`config.mk`:
```
export PLATFORM = sky130hd
export DESIGN_NAME = acq_frame_sequencer
export DESIGN_NICKNAME = d
export VERILOG_FILES = /design/src/rtl/acq_pkg.sv /design/src/rtl/acq_frame_sequencer_slot_counter.sv /design/src/rtl/acq_frame_sequencer.sv
export SDC_FILE = /design/constraint.sdc
export NUM_CORES = 1
export LEC_CHECK = 0
export ABC_AREA = 1
export CAP_MARGIN = 20
export CORE_ASPECT_RATIO = 1.25
export CORE_MARGIN = 8
export CORE_UTILIZATION = 40
export CTS_CLUSTER_SIZE = 25
export DETAILED_ROUTE_END_ITERATION = 7
export PLACE_DENSITY_LB_ADDON = 0.15
export SYNTH_ARGS = -nofsm -noshare
export SYNTH_HDL_FRONTEND = slang
export SYNTH_SLANG_ARGS = --single-unit
```
`constraint.sdc`:
```
create_clock -name clk -period 2.45 [get_ports clk]
set_input_delay 0.6125 -clock clk [delete_from_list [all_inputs] [get_ports clk]]
set_output_delay 0.6125 -clock clk [all_outputs]
set_load 0.01 [all_outputs]
```
`src/rtl/acq_pkg.sv`:
```
// acq_pkg: shared types, defaults and helpers for the acquisition frame sequencer.
// Latency: n/a (package only).
// Backpressure: n/a (package only).
package acq_pkg;

  // Sequencer states: idle, armed waiting for slot 0, streaming frames
  typedef enum logic [1:0] {
    IDLE = 2'd0,
    ARM  = 2'd1,
    RUN  = 2'd2
  } acq_state_e;

  // 32 channels plus 3 aux slots per frame
  localparam int SLOTS_PER_FRAME_DEFAULT = 35;

  // Counters up to this width go through the shared saturating helper
  localparam int SAT_W = 64;

  // Increment that sticks at max_val instead of wrapping
  function automatic logic [SAT_W-1:0] sat_inc(input logic [SAT_W-1:0] val,
                                               input logic [SAT_W-1:0] max_val);
    return (val >= max_val) ? val : val + SAT_W'(1);
  endfunction

endpackage

```
`src/rtl/acq_frame_sequencer_slot_counter.sv`:
```
// acq_slot_counter: free-running slot index advanced by the chip sequencer tick.
// Latency: slot updates one clk after each tick; is_first/is_last decode the current slot.
// Backpressure: none; the counter follows tick regardless of sequencer state.
module acq_slot_counter
  import acq_pkg::*;
#(
  parameter int SLOTS  = SLOTS_PER_FRAME_DEFAULT,
  parameter int SLOT_W = 6
) (
  input  logic              clk,
  input  logic              rst_n,
  input  logic              tick,
  output logic [SLOT_W-1:0] slot,
  output logic              is_first,
  output logic              is_last
);

  localparam logic [SLOT_W-1:0] LAST_SLOT = SLOT_W'(SLOTS - 1);

  logic [SLOT_W-1:0] slot_q, slot_d;

  // Advance on tick, wrapping from the last slot back to 0
  always_comb begin
    slot_d = slot_q;
    if (tick) begin
      slot_d = (slot_q == LAST_SLOT) ? '0 : slot_q + SLOT_W'(1);
    end
  end

  // Slot register
  always_ff @(posedge clk or negedge rst_n) begin
    if (!rst_n) begin
      slot_q <= '0;
    end else begin
      slot_q <= slot_d;
    end
  end

  assign slot     = slot_q;
  assign is_first = (slot_q == '0);
  assign is_last  = (slot_q == LAST_SLOT);

endmodule

```
`src/rtl/acq_frame_sequencer.sv`:
```
// acq_frame_sequencer: turns the synchronized enable level into frame-aligned sample strobes.
// Latency: strobes, pulses and counters update one clk after the qualifying tick.
// Backpressure: fifo_full at a slot-0 tick skips that whole frame and counts a drop.
// Optional macro ACQ_FRAME_LIMIT_EN adds frame_limit/limit_done to stop after N frames.
module acq_frame_sequencer
  import acq_pkg::*;
#(
  parameter int SLOTS_PER_FRAME = SLOTS_PER_FRAME_DEFAULT,
  parameter int SLOT_W          = 6,
  parameter int CNT_W           = 32
) (
  input  logic              clk,
  input  logic              rst_n,
  input  logic              en,
  input  logic              tick,
  input  logic              fifo_full,
`ifdef ACQ_FRAME_LIMIT_EN
  input  logic [CNT_W-1:0]  frame_limit,
  output logic              limit_done,
`endif
  output logic              running,
  output logic              sample_valid,
  output logic [SLOT_W-1:0] slot_idx,
  output logic              frame_start,
  output logic              frame_end,
  output logic [CNT_W-1:0]  frame_count,
  output logic [CNT_W-1:0]  drop_count
);

  localparam logic [SAT_W-1:0] CNT_MAX = SAT_W'({CNT_W{1'b1}});

  logic [SLOT_W-1:0] cur_slot;
  logic              slot_first, slot_last;

  acq_slot_counter #(
    .SLOTS  (SLOTS_PER_FRAME),
    .SLOT_W (SLOT_W)
  ) u_slot_counter (
    .clk      (clk),
    .rst_n    (rst_n),
    .tick     (tick),
    .slot     (cur_slot),
    .is_first (slot_first),
    .is_last  (slot_last)
  );

  acq_state_e        state_q, state_d;
  logic              accepted_q, accepted_d;
  logic              running_q, running_d;
  logic              sample_valid_q, sample_valid_d;
  logic [SLOT_W-1:0] slot_idx_q, slot_idx_d;
  logic              frame_start_q, frame_start_d;
  logic              frame_end_q, frame_end_d;
  logic [CNT_W-1:0]  frame_count_q, frame_count_d;
  logic [CNT_W-1:0]  drop_count_q, drop_count_d;
  logic              arm_now;
  logic              frame_decide;
  logic              stop_now;
`ifdef ACQ_FRAME_LIMIT_EN
  logic [CNT_W-1:0]  limit_q, limit_d;
  logic              rearm_block_q, rearm_block_d;
  logic              limit_done_q, limit_done_d;
`endif

  // Next-state and output decode; fifo_full is only looked at on the frame-start decision
  always_comb begin
    state_d        = state_q;
    accepted_d     = accepted_q;
    sample_valid_d = 1'b0;
    slot_idx_d     = slot_idx_q;
    frame_start_d  = 1'b0;
    frame_end_d    = 1'b0;
    frame_count_d  = frame_count_q;
    drop_count_d   = drop_count_q;
    arm_now        = 1'b0;
    frame_decide   = 1'b0;
    stop_now       = 1'b0;
`ifdef ACQ_FRAME_LIMIT_EN
    limit_d        = limit_q;
    rearm_block_d  = rearm_block_q;
    limit_done_d   = 1'b0;
`endif

    case (state_q)
      IDLE: begin
`ifdef ACQ_FRAME_LIMIT_EN
        if (!en) rearm_block_d = 1'b0;
        arm_now = en && !rearm_block_q;
        if (arm_now) limit_d = frame_limit;
`else
        arm_now = en;
`endif
        if (arm_now) begin
          state_d       = ARM;
          frame_count_d = '0;
          drop_count_d  = '0;
        end
      end
      ARM: begin
        if (!en) begin
          state_d = IDLE;
        end else if (tick && slot_first) begin
          frame_decide = 1'b1;
          state_d      = RUN;
        end
      end
      RUN: begin
        if (tick) begin
          if (slot_first) begin
            frame_decide = 1'b1;
          end else if (accepted_q) begin
            sample_valid_d = 1'b1;
            slot_idx_d     = cur_slot;
          end
          // The frame only ever closes here, so a stop never truncates a frame
          if (slot_last) begin
            if (accepted_q) begin
              frame_end_d   = 1'b1;
              frame_count_d = CNT_W'(sat_inc(SAT_W'(frame_count_q), CNT_MAX));
`ifdef ACQ_FRAME_LIMIT_EN
              if ((limit_q != '0) && (frame_count_d == limit_q)) begin
                stop_now      = 1'b1;
                limit_done_d  = 1'b1;
                rearm_block_d = 1'b1;
              end
`endif
            end
            if (!en || stop_now) state_d = IDLE;
          end
        end
      end
      default: state_d = IDLE;
    endcase

    // Accept or skip the whole upcoming frame
    if (frame_decide) begin
      if (!fifo_full) begin
        accepted_d     = 1'b1;
        sample_valid_d = 1'b1;
        slot_idx_d     = '0;
        frame_start_d  = 1'b1;
      end else begin
        accepted_d   = 1'b0;
        drop_count_d = CNT_W'(sat_inc(SAT_W'(drop_count_q), CNT_MAX));
      end
    end

    running_d = (state_d == RUN);
  end

  // State and registered outputs
  always_ff @(posedge clk or negedge rst_n) begin
    if (!rst_n) begin
      state_q        <= IDLE;
      accepted_q     <= 1'b0;
      running_q      <= 1'b0;
      sample_valid_q <= 1'b0;
      slot_idx_q     <= '0;
      frame_start_q  <= 1'b0;
      frame_end_q    <= 1'b0;
      frame_count_q  <= '0;
      drop_count_q   <= '0;
`ifdef ACQ_FRAME_LIMIT_EN
      limit_q        <= '0;
      rearm_block_q  <= 1'b0;
      limit_done_q   <= 1'b0;
`endif
    end else begin
      state_q        <= state_d;
      accepted_q     <= accepted_d;
      running_q      <= running_d;
      sample_valid_q <= sample_valid_d;
      slot_idx_q     <= slot_idx_d;
      frame_start_q  <= frame_start_d;
      frame_end_q    <= frame_end_d;
      frame_count_q  <= frame_count_d;
      drop_count_q   <= drop_count_d;
`ifdef ACQ_FRAME_LIMIT_EN
      limit_q        <= limit_d;
      rearm_block_q  <= rearm_block_d;
      limit_done_q   <= limit_done_d;
`endif
    end
  end

  assign running      = running_q;
  assign sample_valid = sample_valid_q;
  assign slot_idx     = slot_idx_q;
  assign frame_start  = frame_start_q;
  assign frame_end    = frame_end_q;
  assign frame_count  = frame_count_q;
  assign drop_count   = drop_count_q;
`ifdef ACQ_FRAME_LIMIT_EN
  assign limit_done   = limit_done_q;
`endif

endmodule

```
==> results of run 1 <==
## cell usage in the layout, fill, tap and decap left out
cell	instances
ha_1	9
nor3_1	8
inv_6	1
nand3b_1	1
clkdlybuf4s50_1	77
xnor2_1	16
clkbuf_16	9
inv_2	6
nand2_2	2
nand2_1	334
nand2_4	1
o211ai_1	4
o21ai_2	1
a21oi_1	11
nor2_1	151
dfrtp_1	83
o21ai_0	20
nor2_4	2
nor4_1	2
buf_12	6
clkinv_2	1
buf_4	20
nand3_1	140
clkinvlp_4	3
bufinv_16	1
o21ai_1	3
nor2_2	5
xor2_1	15
nor3b_1	1
mux2i_1	2
nand3_2	1
nand4_1	14
inv_1	75
and3_1	1
## critical path: stages (launching register included)
cell and delay (ps):
dfrtp_1 410, ha_1 300, inv_2 80, nor2_4 120
nand2_2 100, nor2_2 160, nand2_1 100, o21ai_2 140
nand2_2 180, nand2_4 340, nand2_1 90, nand2_1 80
## flip-flops by register name, indices dropped and copies added, names as in the netlist
register / flops
sample_valid: 1
drop_count: 32
state_q: 2
slot_idx: 6
u_slot_counter.slot: 6
frame_count: 32
accepted_q: 1
running: 1
frame_start: 1
frame_end: 1
## final timing paths
path / cells past startpoint / from / slack, ps / endpoint
min: 1 / rst_n / 230 / slot_idx[0]
max: 11 / frame_count[1] / 280 / frame_count[17]
max reg2reg: 11 / frame_count[1] / 280 / frame_count[17]
max in group asynchronous: 2 / rst_n / 1580 / drop_count[29]
min in group clk: 2 / slot_idx[1] / 510 / slot_idx[1]
min reg2reg: 2 / slot_idx[1] / 510 / slot_idx[1]
## power by group through the flow
stage	Sequential (W)	Combinational, W	Clock, W
CTS	0.00152	0.000757	0.00142
global route	0.00153	0.000844	0.00147
finish	0.00152	0.000748	0.00139
detailed placement	0.00154	0.000757	0
global placement	0.00155	0.000748	0
floorplan	0.00154	0.000505	0
## routing by layer
metal	wire length, µm	part of all wire	global-route usage
met1	7140	0.40	0.209
met2	9280	0.52	0.347
met3	654	0.037	0.0303
met4	746	0.042	0.106
met5	0	0	0
## stage by stage
stage / util / instance area [µm²]
after floorplan: - / 5920
after global placement: 0.488 / 7030
after detailed placement: 0.488 / 7030
after CTS: 0.508 / 7320
after global routing: 0.508 / 7320
final: 0.508 / 7320
## kinds of logic (layout without fill, tap and decap cells)
| family | count (synthesis) | count (layout) | synth area share |
|---|---|---|---|
| adder cells (fa/ha/maj) | 9 | 9 | 0.0190 |
| flip-flops | 83 | 83 | 0.351 |
| multiplexers | 2 | 2 | 0.00338 |
| buffers and inverters | 113 | 199 | 0.0774 |
| AO/OA/AOI/OAI | 39 | 39 | 0.0353 |
| XOR/XNOR | 31 | 31 | 0.0459 |
| AND/OR/NAND/NOR | 663 | 663 | 0.468 |
## area by class of cell
type,count,area [µm²]
Clock buffer,9,225
Timing Repair Buffer,103,1040
Inverter,81,304
Clock inverter,6,66.3
Fill cell,1495,7090
Sequential cell,83,2080
Multi-Input combinational cell,744,3380
Tap cell,178,223
==> results by group, run 1 <==
Timing
  – Final setup vio count: 0
  – Tightest hold margin: 226 ps
  – Setup clock skew after layout: 5.70 ps
  – Min Clock Period, post-route: 2170 ps
  – Portion of the clock cycle consumed by the worst path in the final layout: 0.886
  – Final count of hold timing violations: 0
  – Total negative slack for setup checks: 0 ps
  – Transition time at the pin with the least slew margin: 523 ps
  – Least setup slack across all paths after layout: 279 ps
  – Fmax: 461 MHz
  – Slew HR: 0.650
  – Setup repair after global routing missed its margin: no
  – Fin. max-slew vios: 0

Setup path
  – Worst EP required: 2740 ps
  – Critical path start-end classification: flip-flop to flip-flop
  – Element type at the critical path start: flip-flop
  – Data arrival time of the critical path: 2460 ps
  – Crit. End Element: flip-flop
  – Biggest fanout along the worst timing path: 32

Synthesis
  – Cell variety after synth: 30
  – Synthesized area per cell: 6.30 µm²
  – Area of the mapped netlist: 5920 µm²
  – Biggest area consumer among synthesized cells: dfrtp_1
  – Cells after synthesis: 940
  – Synth Warn #: 0
  – Net count after synthesis: 954
  – Number of flops mapped to enable cells by yosys: 0
  – Primary FF master, synth: dfrtp_1
  – Post-synth top area share: 0.351
  – Flip-flop and latch count after synthesis: 83
  – Most used standard cell by instance count after synthesis: nand2_1
  – Proportion of synthesized chip area in sequential cells: 0.351
  – Most common library cells after synthesis: nand2_1, nor2_1, nand3_1
  – Cell types with the largest area share after synthesis: dfrtp_1, nand2_1, nand3_1
  – Fraction of registers with async set or reset after synthesis: 1.00

Place
  – Post-placement worst setup slack: 145 ps
  – Post-DP HPWL: 13.2 mm
  – Number of cells in the design after placement: 1,189
  – Number of I/O port buffers: 78
  – GPL Wtd Cong: 0.912

Clock network
  – CTS tree: built
  – Number of buffers on the longest clock path: 2
  – CTS clock-pin slew for the worst setup and hold paths: 70 ps
  – Worst skew pair latency: 350 ps
  – Hold-fix buffers at CTS: 0
  – H-Tree Depth: 3
  – Clock tree root buffer cell: clkbuf_16
  – Resize count post-CTS: 0
  – Inserted Clock Buffers: 9
  – Post-CTS Setup Bufs: 0
  – # clock sinks: 83

Finish
  – Area Overhead vs Synth: 23.7%
  – Final antenna diode count: 0
  – Post-route non-filler standard cell count: 1,204
  – Number of nets in the layout: 1,036
  – Layout cell share with drive strength beyond 1: 0.0575

Pwr
  – Sequential share of power: 0.415
  – Clock share of power: 0.381
  – Leakage Power: 3.27 nW
  – PwrDens: 500 nW/µm²
  – Share of power burned in combinational logic: 0.204
  – Overall power after layout: 0.00366 W
  – Switching part of the total: 0.327
  – Design internal power: 0.00246 W
  – VDD IR max: 0.413 mV
  – Net switching power figure: 0.00120 W

Route
  – DRC: 0
  – Iteration-0 DRC count of the detailed router: 383
  – Average vias per placed instance: 5.08
  – Router iterations before antenna repair: 5
  – Antenna viol nets, final: 0
  – Overall via count from detail_route: 6,119
  – Post-DR wirelength/cell: 14.8 µm
  – Total Routed Length: 17.8 mm

Floorplan
  – DIE HEIGHT: 152 µm
  – Overall die width: 125 µm
  – Count of boundary I/O pins: 79
  – Starting density of the core: 0.411
  – Die area: 19,000 µm²
  – Core outline area: 14,400 µm²
  – Total number of placement rows: 49

Global routing
  – First-pass GRT wire length: 30.3 mm
  – Overall fraction of global-route tracks in use: 0.192
  – Number of antenna violations at the first check in global routing: 0
  – Maximum number of pins on one net before global-route repair: 48
  – Vias in the first global route: 6,121
  – Total gr overflow: 0

Job
  – Number of violations of the max-capacitance limit: 0

Outcome
  – Result of the run: finished clean

Worst hold path
  – Worst min-delay path category: primary input to async pin
Power figures use the tool's default switching activity.
==> run 2, diff against run 1 <==
SLEW_MARGIN = 20   (was not set)
==> results of run 2 <==
Final layout, timing and power as in run 1 (identical DEF).
==> run 3, diff against run 2 <==
ABC_AREA = not set   (was 1)
GPL_TIMING_DRIVEN = 0   (was not set)
==> run 3 against run 2 <==
Against the previous run:
- critical path depth is 4 lower
- count of clock-buffer cells in the layout is 3 higher
- power is 6.5% higher
- via count is 20% lower
- largest cell class unchanged
- final cell count is 33% lower
- first-iteration DRC count is 28% lower
- utilization is 3.0 points higher
- setup slack worse by 230 ps
==> results by group, run 3 <==
Outcome
  – Result of the run: finished clean

Setup path
  – Crit. End Element: flip-flop
  – Worst flop-to-flop path endpoint: drop_count[31]
  – Biggest fanout along the worst timing path: 5 (-84%)
  – Launch point of the worst reg-to-reg path: u_slot_counter.slot[1]
  – Worst EP required: 2660 ps (-80 ps)
  – Cell depth of the worst flop-to-flop path: 7 (-4)
  – Critical path start-end classification: flip-flop to flip-flop
  – Worst R2R Setup Slack: 40 ps (-230 ps)
  – Element type at the critical path start: flip-flop
  – Data arrival time of the critical path: 2610 ps (+150 ps)

Synthesis
  – Most used standard cell by instance count after synthesis: dfrtp_1
  – Synthesized area per cell: 9.06 µm² (+44%)
  – Cells after synthesis: 543 (-42%)
  – Cell types with the largest area share after synthesis: dfrtp_1, nand2_1, a21oi_1
  – Fraction of registers with async set or reset after synthesis: 1.00 (unchanged)
  – Net count after synthesis: 557 (-42%)
  – Number of flops mapped to enable cells by yosys: 0 (unchanged)
  – Area of the mapped netlist: 4920 µm² (-17%)
  – Primary FF master, synth: dfrtp_1
  – Cell variety after synth: 66 (+120%)
  – Post-synth top area share: 0.422 (+0.0710)
  – Biggest area consumer among synthesized cells: dfrtp_1
  – Flip-flop and latch count after synthesis: 83 (unchanged)
  – Synth Warn #: 0 (unchanged)
  – Most common library cells after synthesis: dfrtp_1, nand2_1, a21oi_1
  – Proportion of synthesized chip area in sequential cells: 0.422 (+0.0710)

Floorplan
  – Count of boundary I/O pins: 79 (unchanged)
  – Die area: 16,100 µm² (-15%)
  – Total number of placement rows: 45 (-8.2%)
  – Starting density of the core: 0.407 (-0.00415)
  – Core outline area: 12,100 µm² (-16%)
  – Overall die width: 115 µm (-7.7%)
  – DIE HEIGHT: 140 µm (-7.9%)

Place
  – Post-placement worst setup slack: -901 ps (-1050 ps)
  – GPL Wtd Cong: 0.911 (about the same)
  – Number of I/O port buffers: 78 (unchanged)
  – Post-DP HPWL: 11.2 mm (-15%)
  – Cell area after placement: 5930 µm² (-16%)
  – Number of cells in the design after placement: 786 (-34%)

Pwr
  – Net switching power figure: 0.00119 W (-0.84%)
  – Share of power burned in combinational logic: 0.232 (+0.028)
  – Leakage Power: 2.70 nW (-18%)
  – Sequential share of power: 0.393 (-0.022)
  – Switching part of the total: 0.305 (-0.0226)
  – VDD IR max: 0.367 mV (-11%)
  – PwrDens: 599 nW/µm² (+20%)
  – Clock share of power: 0.375 (-0.006)
  – Design internal power: 0.00271 W (+10%)

Finish
  – Final instance area: 6510 µm² (-11%)
  – Most common cell after layout, fill and taps aside: dfrtp_1
  – Final antenna diode count: 0 (unchanged)
  – Number of nets in the layout: 651 (-37%)
  – Leading cell types in the layout, fill and taps excluded: dfrtp_1, clkdlybuf4s50_1, nand2_1
  – Post-route non-filler standard cell count: 804 (-33%)
  – Layout cell share with drive strength beyond 1: 0.122 (+0.0644)
  – Area Overhead vs Synth: 32.3%

Clock network
  – # clock sinks: 83 (unchanged)
  – H-Tree Depth: 3 (unchanged)
  – CTS tree: built
  – Number of buffers on the longest clock path: 2 (unchanged)
  – Clock tree root buffer cell: clkbuf_16
  – Worst skew pair latency: 340 ps (about the same)
  – Hold-fix buffers at CTS: 0 (unchanged)
  – CTS clock-pin slew for the worst setup and hold paths: 60 ps (about the same)
  – Inserted Clock Buffers: 9 (unchanged)

Route
  – Antenna viol nets, final: 0 (unchanged)
  – Iteration-0 DRC count of the detailed router: 276 (-28%)
  – DRC: 0 (unchanged)
  – Average vias per placed instance: 6.11 (+20%)
  – Post-DR wirelength/cell: 19.3 µm (+31%)
  – Overall via count from detail_route: 4,913 (-20%)
  – Total Routed Length: 15.5 mm (-13%)
  – Router iterations before antenna repair: 5 (unchanged)

Global routing
  – Overall fraction of global-route tracks in use: 0.192 (about the same)
  – Vias in the first global route: 4,774 (-22%)
  – Total gr overflow: 0 (unchanged)
  – Number of antenna violations at the first check in global routing: 0 (unchanged)
  – Maximum number of pins on one net before global-route repair: 53 (+10%)
  – First-pass GRT wire length: 24.9 mm (-18%)

Timing
  – Final count of hold timing violations: 0 (unchanged)
  – Final setup vio count: 0 (unchanged)
  – Least setup slack across all paths after layout: 44.0 ps (-235 ps)
  – Portion of the clock cycle consumed by the worst path in the final layout: 0.982 (+0.0957)
  – Slew HR: 0.550 (-0.100)
  – Setup clock skew after layout: 6.76 ps (+1.05 ps)
  – Total negative slack for setup checks: 0 ps (unchanged)
  – Min Clock Period, post-route: 2410 ps (+235 ps)
  – Transition time at the pin with the least slew margin: 675 ps (+152 ps)
  – Fmax: 416 MHz (-9.8%)
  – Fin. max-slew vios: 0 (unchanged)

Worst hold path
  – Worst min-delay path category: primary input to async pin

Job
  – Number of violations of the max-capacitance limit: 0 (unchanged)
run 3: how the worst max path moves through the flow:
stage                     depth (start not counted)             end  slack (ps)              startpoint
after global placement                            1  drop_count[24]       -2310                   rst_n
after detailed placement                          6  drop_count[14]        -900                    tick
after floorplan                                   8  drop_count[31]         160              state_q[0]
final                                             7  drop_count[31]          40  u_slot_counter.slot[1]
after global routing                              7  drop_count[31]         -20  u_slot_counter.slot[1]
after CTS                                         6   drop_count[1]           2           drop_count[7]
run 3: per-layer routing:
layer / global-route usage / share of wire / vias to the layer above
met4: 0.0853 / 0.027 / 0
met5: 0 / 0 / -
met3: 0.0409 / 0.063 / 34
met1: 0.222 / 0.40 / 2433
met2: 0.330 / 0.51 / 158
li1: - / - / 2288
run 3: timing repair:
| action | 4_1_cts | 5_1_grt |
|---|---|---|
| buffers inserted | 2 | 6 |
| setup endpoints to repair | 58 | 47 |
| pin swaps | 0 | 6 |
| gates resized for setup | 23 | 31 |
run 3: cell families (layout without fill, tap and decap cells):
family | count (synthesis) | count (layout) | share of synthesized area
flops | 83 | 83 | 0.422
mux | 10 | 10 | 0.0206
buf+inv | 35 | 132 | 0.0297
fa+ha+maj | 9 | 9 | 0.0229
xor+xnor | 5 | 5 | 0.00890
compound gates | 137 | 137 | 0.186
simple gates | 264 | 264 | 0.310
run 3: stage by stage:
step           hold WS [ps]  total power (W)   util
2_1_floorplan           317          0.00201      -
4_1_cts                 238          0.00382  0.525
3_5_place_dp            508          0.00229  0.490
3_3_place_gp            505          0.00227  0.488
6_report                221          0.00390  0.538
5_1_grt                 264          0.00407  0.538
run 3: final cells by class:
| class | instances | area [µm²] |
|---|---|---|
| buffer | 20 | 101 |
| clock buffer | 12 | 256 |
| clock inverter | 2 | 60.1 |
| fill | 1116 | 5590 |
| inverter | 11 | 41.3 |
| multi-input combinational | 425 | 2910 |
| sequential | 83 | 2080 |
| tap | 164 | 205 |
| timing repair buffer | 87 | 862 |
run 3: critical path, cell delays in order, from the launching register on:
cell and delay, ps:
dfrtp_2 430, inv_1 120, ha_4 170, nand4bb_4 180
or4b_4 610, nor4_4 320, nor2_1 60, or3b_1 380
run 3: power groups by stage:
| stage | logic, W | clock network, W | registers (W) |
|---|---|---|---|
| detailed placement | 0.000745 | 0 | 0.00155 |
| finish | 0.000904 | 0.00146 | 0.00153 |
| global placement | 0.000724 | 0 | 0.00155 |
| CTS | 0.000806 | 0.00149 | 0.00152 |
| floorplan | 0.000482 | 0 | 0.00153 |
| global route | 0.000982 | 0.00154 | 0.00154 |
